==> config.mk <==
export PLATFORM = sky130hd
export DESIGN_NAME = l2_cache
export DESIGN_NICKNAME = d
export VERILOG_FILES = /design/src/rtl/l2_pkg.sv /design/src/rtl/l2_line_store.sv /design/src/rtl/l2_cache.sv
export SDC_FILE = /design/constraint.sdc
export NUM_CORES = 2
export LEC_CHECK = 0
export CORE_ASPECT_RATIO = 1.75
export CORE_MARGIN = 2
export CORE_UTILIZATION = 61
export CTS_CLUSTER_DIAMETER = 150
export DETAILED_ROUTE_END_ITERATION = 12
export PLACE_DENSITY = 0.9
export SYNTH_ARGS = -nofsm -noshare
export SYNTH_HDL_FRONTEND = slang
export SYNTH_SLANG_ARGS = --single-unit
==> constraint.sdc <==
create_clock -name clk -period 18.7 [get_ports clk]
set_clock_uncertainty 0.05 [all_clocks]
set_input_delay 4.675 -clock clk [delete_from_list [all_inputs] [get_ports clk]]
set_output_delay 4.675 -clock clk [all_outputs]
set_load 0.05 [all_outputs]
==> src/rtl/l2_pkg.sv <==
`default_nettype none
// ============================================================================
// Module   : l2_pkg
// Purpose  : Shared definitions for the L2 cache. Holds the controller state
//            encoding, the default line and address widths, and a helper that
//            derives the tag width from the address and index widths.
// Ports    : none (package)
// Options  : none
// Revision : 1.0 - initial release
// ============================================================================
package l2_pkg;

   localparam int LINE_W_DEF = 128;
   localparam int ADDR_W_DEF = 28;
   localparam int IDX_W_DEF  = 3;

   typedef enum logic [2:0] {
      ST_IDLE      = 3'd0,
      ST_COMPARE   = 3'd1,
      ST_WRITEBACK = 3'd2,
      ST_ALLOCATE  = 3'd3,
      ST_RESPOND   = 3'd4
   } state_e;

   function automatic int tag_width(input int addr_w, input int idx_w);
      return addr_w - idx_w;
   endfunction

endpackage
`default_nettype wire

==> src/rtl/l2_line_store.sv <==
`default_nettype none
// ============================================================================
// Module   : l2_line_store
// Purpose  : Tag / valid / dirty / data storage for the direct-mapped L2.
//            Valid and dirty bits clear asynchronously on reset; tag and data
//            arrays are not reset (they are meaningless while valid is 0).
// Ports    : clk, rst_n            - clock, async active-low reset
//            rd_idx                - combinational read index
//            rd_valid/dirty/tag/line - entry contents at rd_idx
//            wr_idx                - write index
//            wr_line_en, wr_line   - replace the data line
//            wr_tag_en, wr_tag     - install a tag and mark the entry valid
//            wr_dirty_en, wr_dirty - update the dirty bit
// Options  : none
// Revision : 1.0 - initial release
// ============================================================================
module l2_line_store #(
   parameter int LINE_W = 128,
   parameter int IDX_W  = 3,
   parameter int TAG_W  = 25
) (
   input  logic              clk,
   input  logic              rst_n,
   input  logic [IDX_W-1:0]  rd_idx,
   output logic              rd_valid,
   output logic              rd_dirty,
   output logic [TAG_W-1:0]  rd_tag,
   output logic [LINE_W-1:0] rd_line,
   input  logic [IDX_W-1:0]  wr_idx,
   input  logic              wr_line_en,
   input  logic [LINE_W-1:0] wr_line,
   input  logic              wr_tag_en,
   input  logic [TAG_W-1:0]  wr_tag,
   input  logic              wr_dirty_en,
   input  logic              wr_dirty
);

   localparam int ENTRIES = 2 ** IDX_W;

   logic [ENTRIES-1:0] valid_q, valid_d;
   logic [ENTRIES-1:0] dirty_q, dirty_d;
   logic [TAG_W-1:0]   tag_q  [ENTRIES];
   logic [TAG_W-1:0]   tag_d  [ENTRIES];
   logic [LINE_W-1:0]  data_q [ENTRIES];
   logic [LINE_W-1:0]  data_d [ENTRIES];

   assign rd_valid = valid_q[rd_idx];
   assign rd_dirty = dirty_q[rd_idx];
   assign rd_tag   = tag_q[rd_idx];
   assign rd_line  = data_q[rd_idx];

   always_comb begin
      valid_d = valid_q;
      dirty_d = dirty_q;
      tag_d   = tag_q;
      data_d  = data_q;
      if (wr_line_en) begin
         data_d[wr_idx] = wr_line;
      end
      // Installing a tag is the only way an entry becomes valid.
      if (wr_tag_en) begin
         tag_d[wr_idx]   = wr_tag;
         valid_d[wr_idx] = 1'b1;
      end
      if (wr_dirty_en) begin
         dirty_d[wr_idx] = wr_dirty;
      end
   end

   always_ff @(posedge clk or negedge rst_n) begin
      if (!rst_n) begin
         valid_q <= '0;
         dirty_q <= '0;
      end else begin
         valid_q <= valid_d;
         dirty_q <= dirty_d;
      end
   end

   always_ff @(posedge clk) begin
      tag_q  <= tag_d;
      data_q <= data_d;
   end

endmodule
`default_nettype wire

==> src/rtl/l2_cache.sv <==
`default_nettype none
// ============================================================================
// Module   : l2_cache
// Purpose  : Direct-mapped, write-back, write-allocate second-level cache.
//            Responder to the L1 line interface, initiator to main memory.
//            Whole 128-bit lines are transferred; all outputs are registered.
// Ports    : clk, rst_n                 - clock, async active-low reset
//            read, write, addr, wdata   - L1 request (held until ready)
//            rdata, ready               - L1 response (ready is a 1-cycle pulse)
//            mem_read, mem_write, mem_addr, mem_wdata - memory request
//            mem_rdata, mem_ready       - memory response
//            hit_cnt, miss_cnt          - saturating statistics (L2_STAT_EN)
// Options  : L2_STAT_EN - adds hit/miss counters and their output ports
// Revision : 1.0 - initial release
// ============================================================================
module l2_cache
   import l2_pkg::*;
#(
   parameter int LINE_W = LINE_W_DEF,
   parameter int ADDR_W = ADDR_W_DEF,
   parameter int IDX_W  = IDX_W_DEF
) (
   input  logic              clk,
   input  logic              rst_n,
   input  logic              read,
   input  logic              write,
   input  logic [ADDR_W-1:0] addr,
   input  logic [LINE_W-1:0] wdata,
   output logic [LINE_W-1:0] rdata,
   output logic              ready,
   output logic              mem_read,
   output logic              mem_write,
   output logic [ADDR_W-1:0] mem_addr,
   output logic [LINE_W-1:0] mem_wdata,
   input  logic [LINE_W-1:0] mem_rdata,
   input  logic              mem_ready
`ifdef L2_STAT_EN
   ,
   output logic [15:0]       hit_cnt,
   output logic [15:0]       miss_cnt
`endif
);

   localparam int TAG_W = tag_width(ADDR_W, IDX_W);

   state_e              state_q, state_d;
   logic                op_wr_q, op_wr_d;
   logic                ready_q, ready_d;
   logic [LINE_W-1:0]   rdata_q, rdata_d;
   logic                mem_read_q, mem_read_d;
   logic                mem_write_q, mem_write_d;
   logic [ADDR_W-1:0]   mem_addr_q, mem_addr_d;
   logic [LINE_W-1:0]   mem_wdata_q, mem_wdata_d;

   logic [IDX_W-1:0]    idx;
   logic [TAG_W-1:0]    tag;
   logic                rd_valid, rd_dirty, hit;
   logic [TAG_W-1:0]    rd_tag;
   logic [LINE_W-1:0]   rd_line;
   logic                st_line_en, st_tag_en, st_dirty_en, st_dirty;
   logic [LINE_W-1:0]   st_line;

   assign idx = addr[IDX_W-1:0];
   assign tag = addr[ADDR_W-1:IDX_W];
   assign hit = rd_valid && (rd_tag == tag);

   l2_line_store #(
      .LINE_W (LINE_W),
      .IDX_W  (IDX_W),
      .TAG_W  (TAG_W)
   ) u_store (
      .clk         (clk),
      .rst_n       (rst_n),
      .rd_idx      (idx),
      .rd_valid    (rd_valid),
      .rd_dirty    (rd_dirty),
      .rd_tag      (rd_tag),
      .rd_line     (rd_line),
      .wr_idx      (idx),
      .wr_line_en  (st_line_en),
      .wr_line     (st_line),
      .wr_tag_en   (st_tag_en),
      .wr_tag      (tag),
      .wr_dirty_en (st_dirty_en),
      .wr_dirty    (st_dirty)
   );

   always_comb begin
      state_d     = state_q;
      op_wr_d     = op_wr_q;
      ready_d     = 1'b0;
      rdata_d     = rdata_q;
      mem_read_d  = mem_read_q;
      mem_write_d = mem_write_q;
      mem_addr_d  = mem_addr_q;
      mem_wdata_d = mem_wdata_q;
      st_line_en  = 1'b0;
      st_tag_en   = 1'b0;
      st_dirty_en = 1'b0;
      st_dirty    = 1'b0;
      st_line     = wdata;
      unique case (state_q)
         ST_IDLE: begin
            if (read || write) begin
               op_wr_d = write;          // write wins over a simultaneous read
               state_d = ST_COMPARE;
            end
         end
         ST_COMPARE: begin
            if (hit) begin
               if (op_wr_q) begin
                  st_line_en  = 1'b1;
                  st_dirty_en = 1'b1;
                  st_dirty    = 1'b1;
               end else begin
                  rdata_d = rd_line;
               end
               ready_d = 1'b1;
               state_d = ST_RESPOND;
            end else if (rd_valid && rd_dirty) begin
               mem_write_d = 1'b1;
               mem_addr_d  = {rd_tag, idx};
               mem_wdata_d = rd_line;
               state_d     = ST_WRITEBACK;
            end else if (op_wr_q) begin
               // Full-line write over a clean victim: no fetch needed.
               st_line_en  = 1'b1;
               st_tag_en   = 1'b1;
               st_dirty_en = 1'b1;
               st_dirty    = 1'b1;
               ready_d     = 1'b1;
               state_d     = ST_RESPOND;
            end else begin
               mem_read_d = 1'b1;
               mem_addr_d = addr;
               state_d    = ST_ALLOCATE;
            end
         end
         ST_WRITEBACK: begin
            if (mem_ready) begin
               mem_write_d = 1'b0;
               st_dirty_en = 1'b1;
               st_dirty    = 1'b0;
               state_d     = ST_COMPARE;   // victim now clean; re-decide
            end
         end
         ST_ALLOCATE: begin
            if (mem_ready) begin
               mem_read_d  = 1'b0;
               st_line     = mem_rdata;
               st_line_en  = 1'b1;
               st_tag_en   = 1'b1;
               st_dirty_en = 1'b1;
               st_dirty    = 1'b0;
               state_d     = ST_COMPARE;   // re-compare is a guaranteed hit
            end
         end
         ST_RESPOND: begin
            state_d = ST_IDLE;
         end
         default: begin
            state_d = ST_IDLE;
         end
      endcase
   end

   always_ff @(posedge clk or negedge rst_n) begin
      if (!rst_n) begin
         state_q     <= ST_IDLE;
         op_wr_q     <= 1'b0;
         ready_q     <= 1'b0;
         rdata_q     <= '0;
         mem_read_q  <= 1'b0;
         mem_write_q <= 1'b0;
         mem_addr_q  <= '0;
         mem_wdata_q <= '0;
      end else begin
         state_q     <= state_d;
         op_wr_q     <= op_wr_d;
         ready_q     <= ready_d;
         rdata_q     <= rdata_d;
         mem_read_q  <= mem_read_d;
         mem_write_q <= mem_write_d;
         mem_addr_q  <= mem_addr_d;
         mem_wdata_q <= mem_wdata_d;
      end
   end

   assign rdata     = rdata_q;
   assign ready     = ready_q;
   assign mem_read  = mem_read_q;
   assign mem_write = mem_write_q;
   assign mem_addr  = mem_addr_q;
   assign mem_wdata = mem_wdata_q;

`ifdef L2_STAT_EN
   // refill marks that the current request already missed once, so the
   // post-writeback / post-fill re-compare is not counted again.
   logic        refill_q, refill_d;
   logic [15:0] hit_cnt_q, hit_cnt_d;
   logic [15:0] miss_cnt_q, miss_cnt_d;

   always_comb begin
      refill_d   = refill_q;
      hit_cnt_d  = hit_cnt_q;
      miss_cnt_d = miss_cnt_q;
      if (state_q == ST_IDLE) begin
         refill_d = 1'b0;
      end else if (state_q == ST_COMPARE) begin
         if (!refill_q) begin
            if (hit) begin
               if (hit_cnt_q != 16'hFFFF) hit_cnt_d = hit_cnt_q + 16'd1;
            end else begin
               if (miss_cnt_q != 16'hFFFF) miss_cnt_d = miss_cnt_q + 16'd1;
               refill_d = 1'b1;
            end
         end
      end
   end

   always_ff @(posedge clk or negedge rst_n) begin
      if (!rst_n) begin
         refill_q   <= 1'b0;
         hit_cnt_q  <= '0;
         miss_cnt_q <= '0;
      end else begin
         refill_q   <= refill_d;
         hit_cnt_q  <= hit_cnt_d;
         miss_cnt_q <= miss_cnt_d;
      end
   end

   assign hit_cnt  = hit_cnt_q;
   assign miss_cnt = miss_cnt_q;
`endif

endmodule
`default_nettype wire

* Yosys cells after proc, flatten, opt, wreduce, memory -nomap -nowiden *
Cells that the tools add are included.
W data, S select, Z words.

word-level totals
  bits in registers = 1531
  latch bits = 0
  bits in writable memories = 0
  memory bits (read-only) = 0
  bits of input ports = 289
  output and inout bits = 287
  word-level logic and storage cells = 111
  memories = 0

cells by class
  add/sub/neg operators = 0
  $mul = 0
  div/mod/pow operators = 0
  $lt $le $gt $ge = 4
  equal/unequal tests = 13
  shift-type cells = 0
  mux-type cells = 48
  bitwise logic cells = 4
  reduce and logical (&&, ||, !) cells = 16

operators with widths
  cell                  number
  $bwmux W1024          1
  $mux W128             5
  $bmux W128 S3         1
  $demux W128 S3        1
  $bwmux W200           1
  $bmux W25 S3          1
  $demux W25 S3         1
  $mux W25              3
  $mux W28              2
  $eq A25 B25 Y1        1
  $mux W1               17
  $mux W3               5
  $ne A2 B2 Y1 const B  7
  $pmux W1 S2           5
  $pmux W3 S3           1
  $reduce_and A3 Y1     3
  $bwmux W8             1
  $or A8 B8 Y8          1
  $bmux W1 S3           2
  $eq A3 B2 Y1 const B  2
  $reduce_and A5 Y1     1
  $ge A4 B4 Y1 const B  1
  $logic_and A1 B1 Y1   4
  $lt A3 B4 Y1 const B  1
  13 further kinds      17

* Longest topological paths before layout *
  depth in word-level cells = 9
  depth in mapped cells = 15
  gate-level depth less buffers = 8

* By module *
A second synthesis with hierarchy kept.

unflattened totals
  cell total of the unflattened synthesis = 3015
  area total of the unflattened synthesis = 60878.4 um^2

by module, submodules not included
  module         times used  cells each  area each (um^2)  sequential area each (um^2)
  l2_line_store  1           1844        47202.8           37155.6
  l2_cache       1           1171        13675.6           7282.0

* Worst setup path after synthesis *
OpenSTA, ideal clock, no wires.

  path kind = input-to-reg
  start point = in addr[1]
  end point = reg u_store.data_q[0] (netlist bit), enable pin
  setup time = 0.658 ns
  data arrival time = 13.035 ns
  data required time = 17.992 ns
  path slack = 4.957 ns
  stages on the path = 11
  path buffers = 3
  cells stage by stage = buf_6 buf_12 mux4_2 mux2i_4 xor2_1 and3b_1 nand4_1 nor4_1 o211ai_1 clkbuf_1 a21oi_1

on the way
  longest elaborated chain between the ends = 8
  elaborated cells on any way between the ends = 14
  those cells by class = eq/ne: 1; mux: 10; bitwise: 1; reduce/logical: 2

RTL lines
  item                                          RTL line             RTL
  start, declared                               l2_cache.sv:27       input logic [ADDR_W-1:0] addr,
  $not A3 Y4 (implied by the code)              l2_line_store.sv:49  assign rd_tag = tag_q[rd_idx];
  $bmux W25 S3                                  l2_line_store.sv:49
  $mux W25 (implied by the code) (2 in series)  l2_line_store.sv:49
  $eq A25 B25 Y1                                l2_cache.sv:65       assign hit = rd_valid && (rd_tag == tag);
  $logic_and A1 B1 Y1                           l2_cache.sv:65
  $mux W1 *                                     l2_cache.sv:110      if (hit) begin
  $pmux W1 S2 *                                 l2_cache.sv:102      unique case (state_q)
  end signal, assigned                          l2_line_store.sv:82  data_q <= data_d;
  end, declared                                 l2_line_store.sv:44  logic [LINE_W-1:0] data_q [ENTRIES];

Every way passes the cells marked *; elsewhere a longest branch is shown, timed or not. The select of a mux whose other input is x is not followed.
A chain may end at the register's enable or synchronous reset.

* Worst setup path in the final report *
  start point = in addr[0]
  end point = reg rdata_q[39], in the netlist rdata[39]

on the way
  longest elaborated chain between the ends = 7
  elaborated cells on any way between the ends = 12
  those cells by class = eq/ne: 1; mux: 8; bitwise: 1; reduce/logical: 2

RTL lines
  item                                          RTL line                                  RTL
  $not A3 Y4 (implied by the code)              l2_line_store.sv:49, l2_line_store.sv:50
  $bmux W25 S3                                  l2_line_store.sv:49
  $mux W25 (implied by the code) (2 in series)  l2_line_store.sv:49
  $eq A25 B25 Y1                                l2_cache.sv:65
  $logic_and A1 B1 Y1                           l2_cache.sv:65
  $reduce_and A3 Y1 (no source line)            n/a
  end signal, assigned                          l2_cache.sv:181                           rdata_q <= rdata_d;
  end, declared                                 l2_cache.sv:49                            logic [LINE_W-1:0] rdata_q, rdata_d;

Parallel ways exist; a longest one is shown, timed or not. The select of a mux whose other input is x is not followed.

==> impl_metrics.env <==
export IMPL_die_x_um=238
export IMPL_vdd_drop_max_mv=0.116
export IMPL_dr_first_iter_drc_count=4288
export IMPL_min_period_ps=10320
export IMPL_grt_first_pass_wirelength_um=224000
export IMPL_clk_latency_ps=760
export IMPL_worst_ep_required_time_ps=19290
export IMPL_fin_crit_sh=0.552
export IMPL_dr_pass1_iters=8
export IMPL_syn_avg_cell_area_sq_um=18.4
export IMPL_fp_coreArea_sq_um=95300
export IMPL_start_kind="primary input"
export IMPL_r2r_start="u_store.tag_q[142]$_DFFE_PP_"
export IMPL_hold_violations=0
export IMPL_antenna_found_initial=1
export IMPL_place_inst=4829
export IMPL_io_buffers=575
export IMPL_die_h_um=414
export IMPL_min_delay_start="u_store.valid_q[2]$_DFFE_PN0P_"
export IMPL_clock_fmax_mhz=96.9
export IMPL_place_hpwl_um=83900
export IMPL_reg2reg_slack_ps=13670
export IMPL_slew_headroom=0.193
export IMPL_grt_remaining_overflow=0
export IMPL_syn_nets=3473
export IMPL_setup_worst_path_class="primary input to flip-flop"
export IMPL_vias=34400
export IMPL_maxCapViolCount=0
export IMPL_leakage_nw=24.2
export IMPL_cp_end_kind="flip-flop"
export IMPL_routed_wl_um=152000
export IMPL_antenna_left=0
export IMPL_cts_hold_buf=0
export IMPL_finalSetupTns_ps=0
export IMPL_hold_end="u_store.valid_q[2]$_DFFE_PN0P_"
export IMPL_reg2regPathDepth=10
export IMPL_drive_gt1_frac=0.200
export IMPL_drv_slew=0
export IMPL_synth_area_leaders="edfxtp_1 63%, dfrtp_1 13%, mux2_2 6.9%"
export IMPL_r2r_end="rdata[39]$_DFFE_PN0P_"
export IMPL_postSynthCellCount=3184
export IMPL_yosys_area_top_type="edfxtp_1"
export IMPL_viasPerCell=6.79
export IMPL_synth_cell_types=65
export IMPL_syn_area_sq_um=58600
export IMPL_io_pins=576
export IMPL_synth_edf_count=1224
export IMPL_tritoncts="done"
export IMPL_dieArea_sq_um=98700
export IMPL_synthTopCellsByCount="1,224 x edfxtp_1, 358 x mux2_2, 307 x dfrtp_1"
export IMPL_path_clk_slew_ps=70
export IMPL_synth_seq_cells=1531
export IMPL_htreeDepth=4
export IMPL_power_per_cell_area_nw_per_um2=128
export IMPL_critPathMaxFanout=46
export IMPL_antenna_cells=0
export IMPL_routabilityCongestion=0.862
export IMPL_yosys_most_used_dff="edfxtp_1"
export IMPL_clockBufferDepth=3
export IMPL_synth_warnings=0
export IMPL_drt_wirelength_per_cell_um=30.0
export IMPL_num_fill_cells=5071
export IMPL_cts_sinks=1531
export IMPL_grt_usage=0.308
export IMPL_num_rows=150
export IMPL_start_util=0.615
export IMPL_nets=4034
export IMPL_cts_root_buf="clkbuf_16"
export IMPL_whs_path_depth=1
export IMPL_synth_top_area_share=0.627
export IMPL_rsz0062_at_grt="no"
export IMPL_cts_buffers=130
export IMPL_postCtsSetupBuffers=0
export IMPL_synthArstFlopShare=0.201
export IMPL_setup_violations=0
export IMPL_area_growth_pct=19.3
export IMPL_grt_pass1_vias=36000
export IMPL_synth_most_common_cell="edfxtp_1"
export IMPL_hold_path_class="flip-flop to flip-flop"
export IMPL_grt_max_degree=129
export IMPL_outcome="finished, final reports clean"
export IMPL_drc=0
export IMPL_cp_arrival_ps=10910
export IMPL_p_total_w=0.00896
export IMPL_tightest_slew_ps=1200
export IMPL_instances_no_fill=5067
export IMPL_cts_resized=0
export IMPL_synth_seq_area_share=0.758
## worst max-delay path, stage by stage
cell,delay [ps]
buf_2,490
buf_4,540
nand2_1,710
o22ai_1,510
nor3_1,120
nor4b_1,600
nand4_1,180
or4_1,730
nor3_4,220
buf_4,670
buf_4,880
mux2_2,430
## power by group
group	switching, W	internal [W]
Clock	0.00123	0.00158
Combinational	0.00125	0.000645
Sequential	0.000157	0.00410
Total	0.00264	0.00633
## cells by family after synthesis
family	after synthesis	synth area share
and+or+nand+nor	254	0.0220
buffers and inverters	196	0.0181
muxes	575	0.122
DFF	1531	0.758
xor gates and xnor gates	12	0.00179
AOI/OAI and AO/OA	616	0.0779
## layer usage
metal  GRT usage  share of wire  wire, um
met2       0.513           0.50     76300
met3      0.0615          0.097     14700
met5           0              0         0
met1       0.384           0.35     53400
met4       0.156          0.050      7680
## cell usage in the layout, fill, tap and decap left out, types with 50 or more instances in the layout
cell type	count
a221oi_1	82
edfxtp_1	1224
a22o_1	61
o21ai_0	73
nand3_1	53
dfrtp_1	307
mux2_2	358
a22oi_1	301
mux2i_1	64
clkdlybuf4s50_1	571
nand4_1	50
clkbuf_16	135
mux2_4	100
nand2_1	58
## flip-flops by register name, indices dropped and copies added, names as in the netlist
register,cells
op_wr_q,1
u_store.valid_q,8
state_q,3
rdata,128
mem_addr,28
mem_read,1
u_store.dirty_q,8
mem_wdata,128
ready,1
u_store.data_q,1024
u_store.tag_q,200
mem_write,1
## worst max-delay path by stage
stage	from	to	slack (ps)
floorplan	addr[1]	u_store.data_q[0]$_DFFE_PP_	4960
global placement	addr[1]	rdata[39]$_DFFE_PN0P_	7970
detailed placement	addr[0]	rdata[39]$_DFFE_PN0P_	7810
CTS	addr[0]	rdata[43]$_DFFE_PN0P_	8580
global route	addr[0]	rdata[39]$_DFFE_PN0P_	8310
finish	addr[0]	rdata[39]$_DFFE_PN0P_	8380
## through the flow
stage	setup slack (ps)	util	hold WS (ps)	instance area (sq um)
2_1_floorplan	4960	-	388	58600
3_3_place_gp	7970	0.687	404	65500
3_5_place_dp	7810	0.687	412	65500
4_1_cts	8580	0.734	433	70000
5_1_grt	8310	0.734	444	70000
6_report	8380	0.734	432	70000
## final cells by class
type | count | area (sq um) | area share
flip-flops and latches | 1531 | 44400 | 0.635
multi-input cells | 1457 | 13300 | 0.191
clock inverters | 73 | 856 | 0.0122
well taps | 1216 | 1520 | 0.0218
clock buffers | 165 | 3570 | 0.0510
repair buffers | 622 | 6220 | 0.0889
inverters | 3 | 11.3 | 0.000161
No activity file was read; power rests on OpenSTA's default activity.
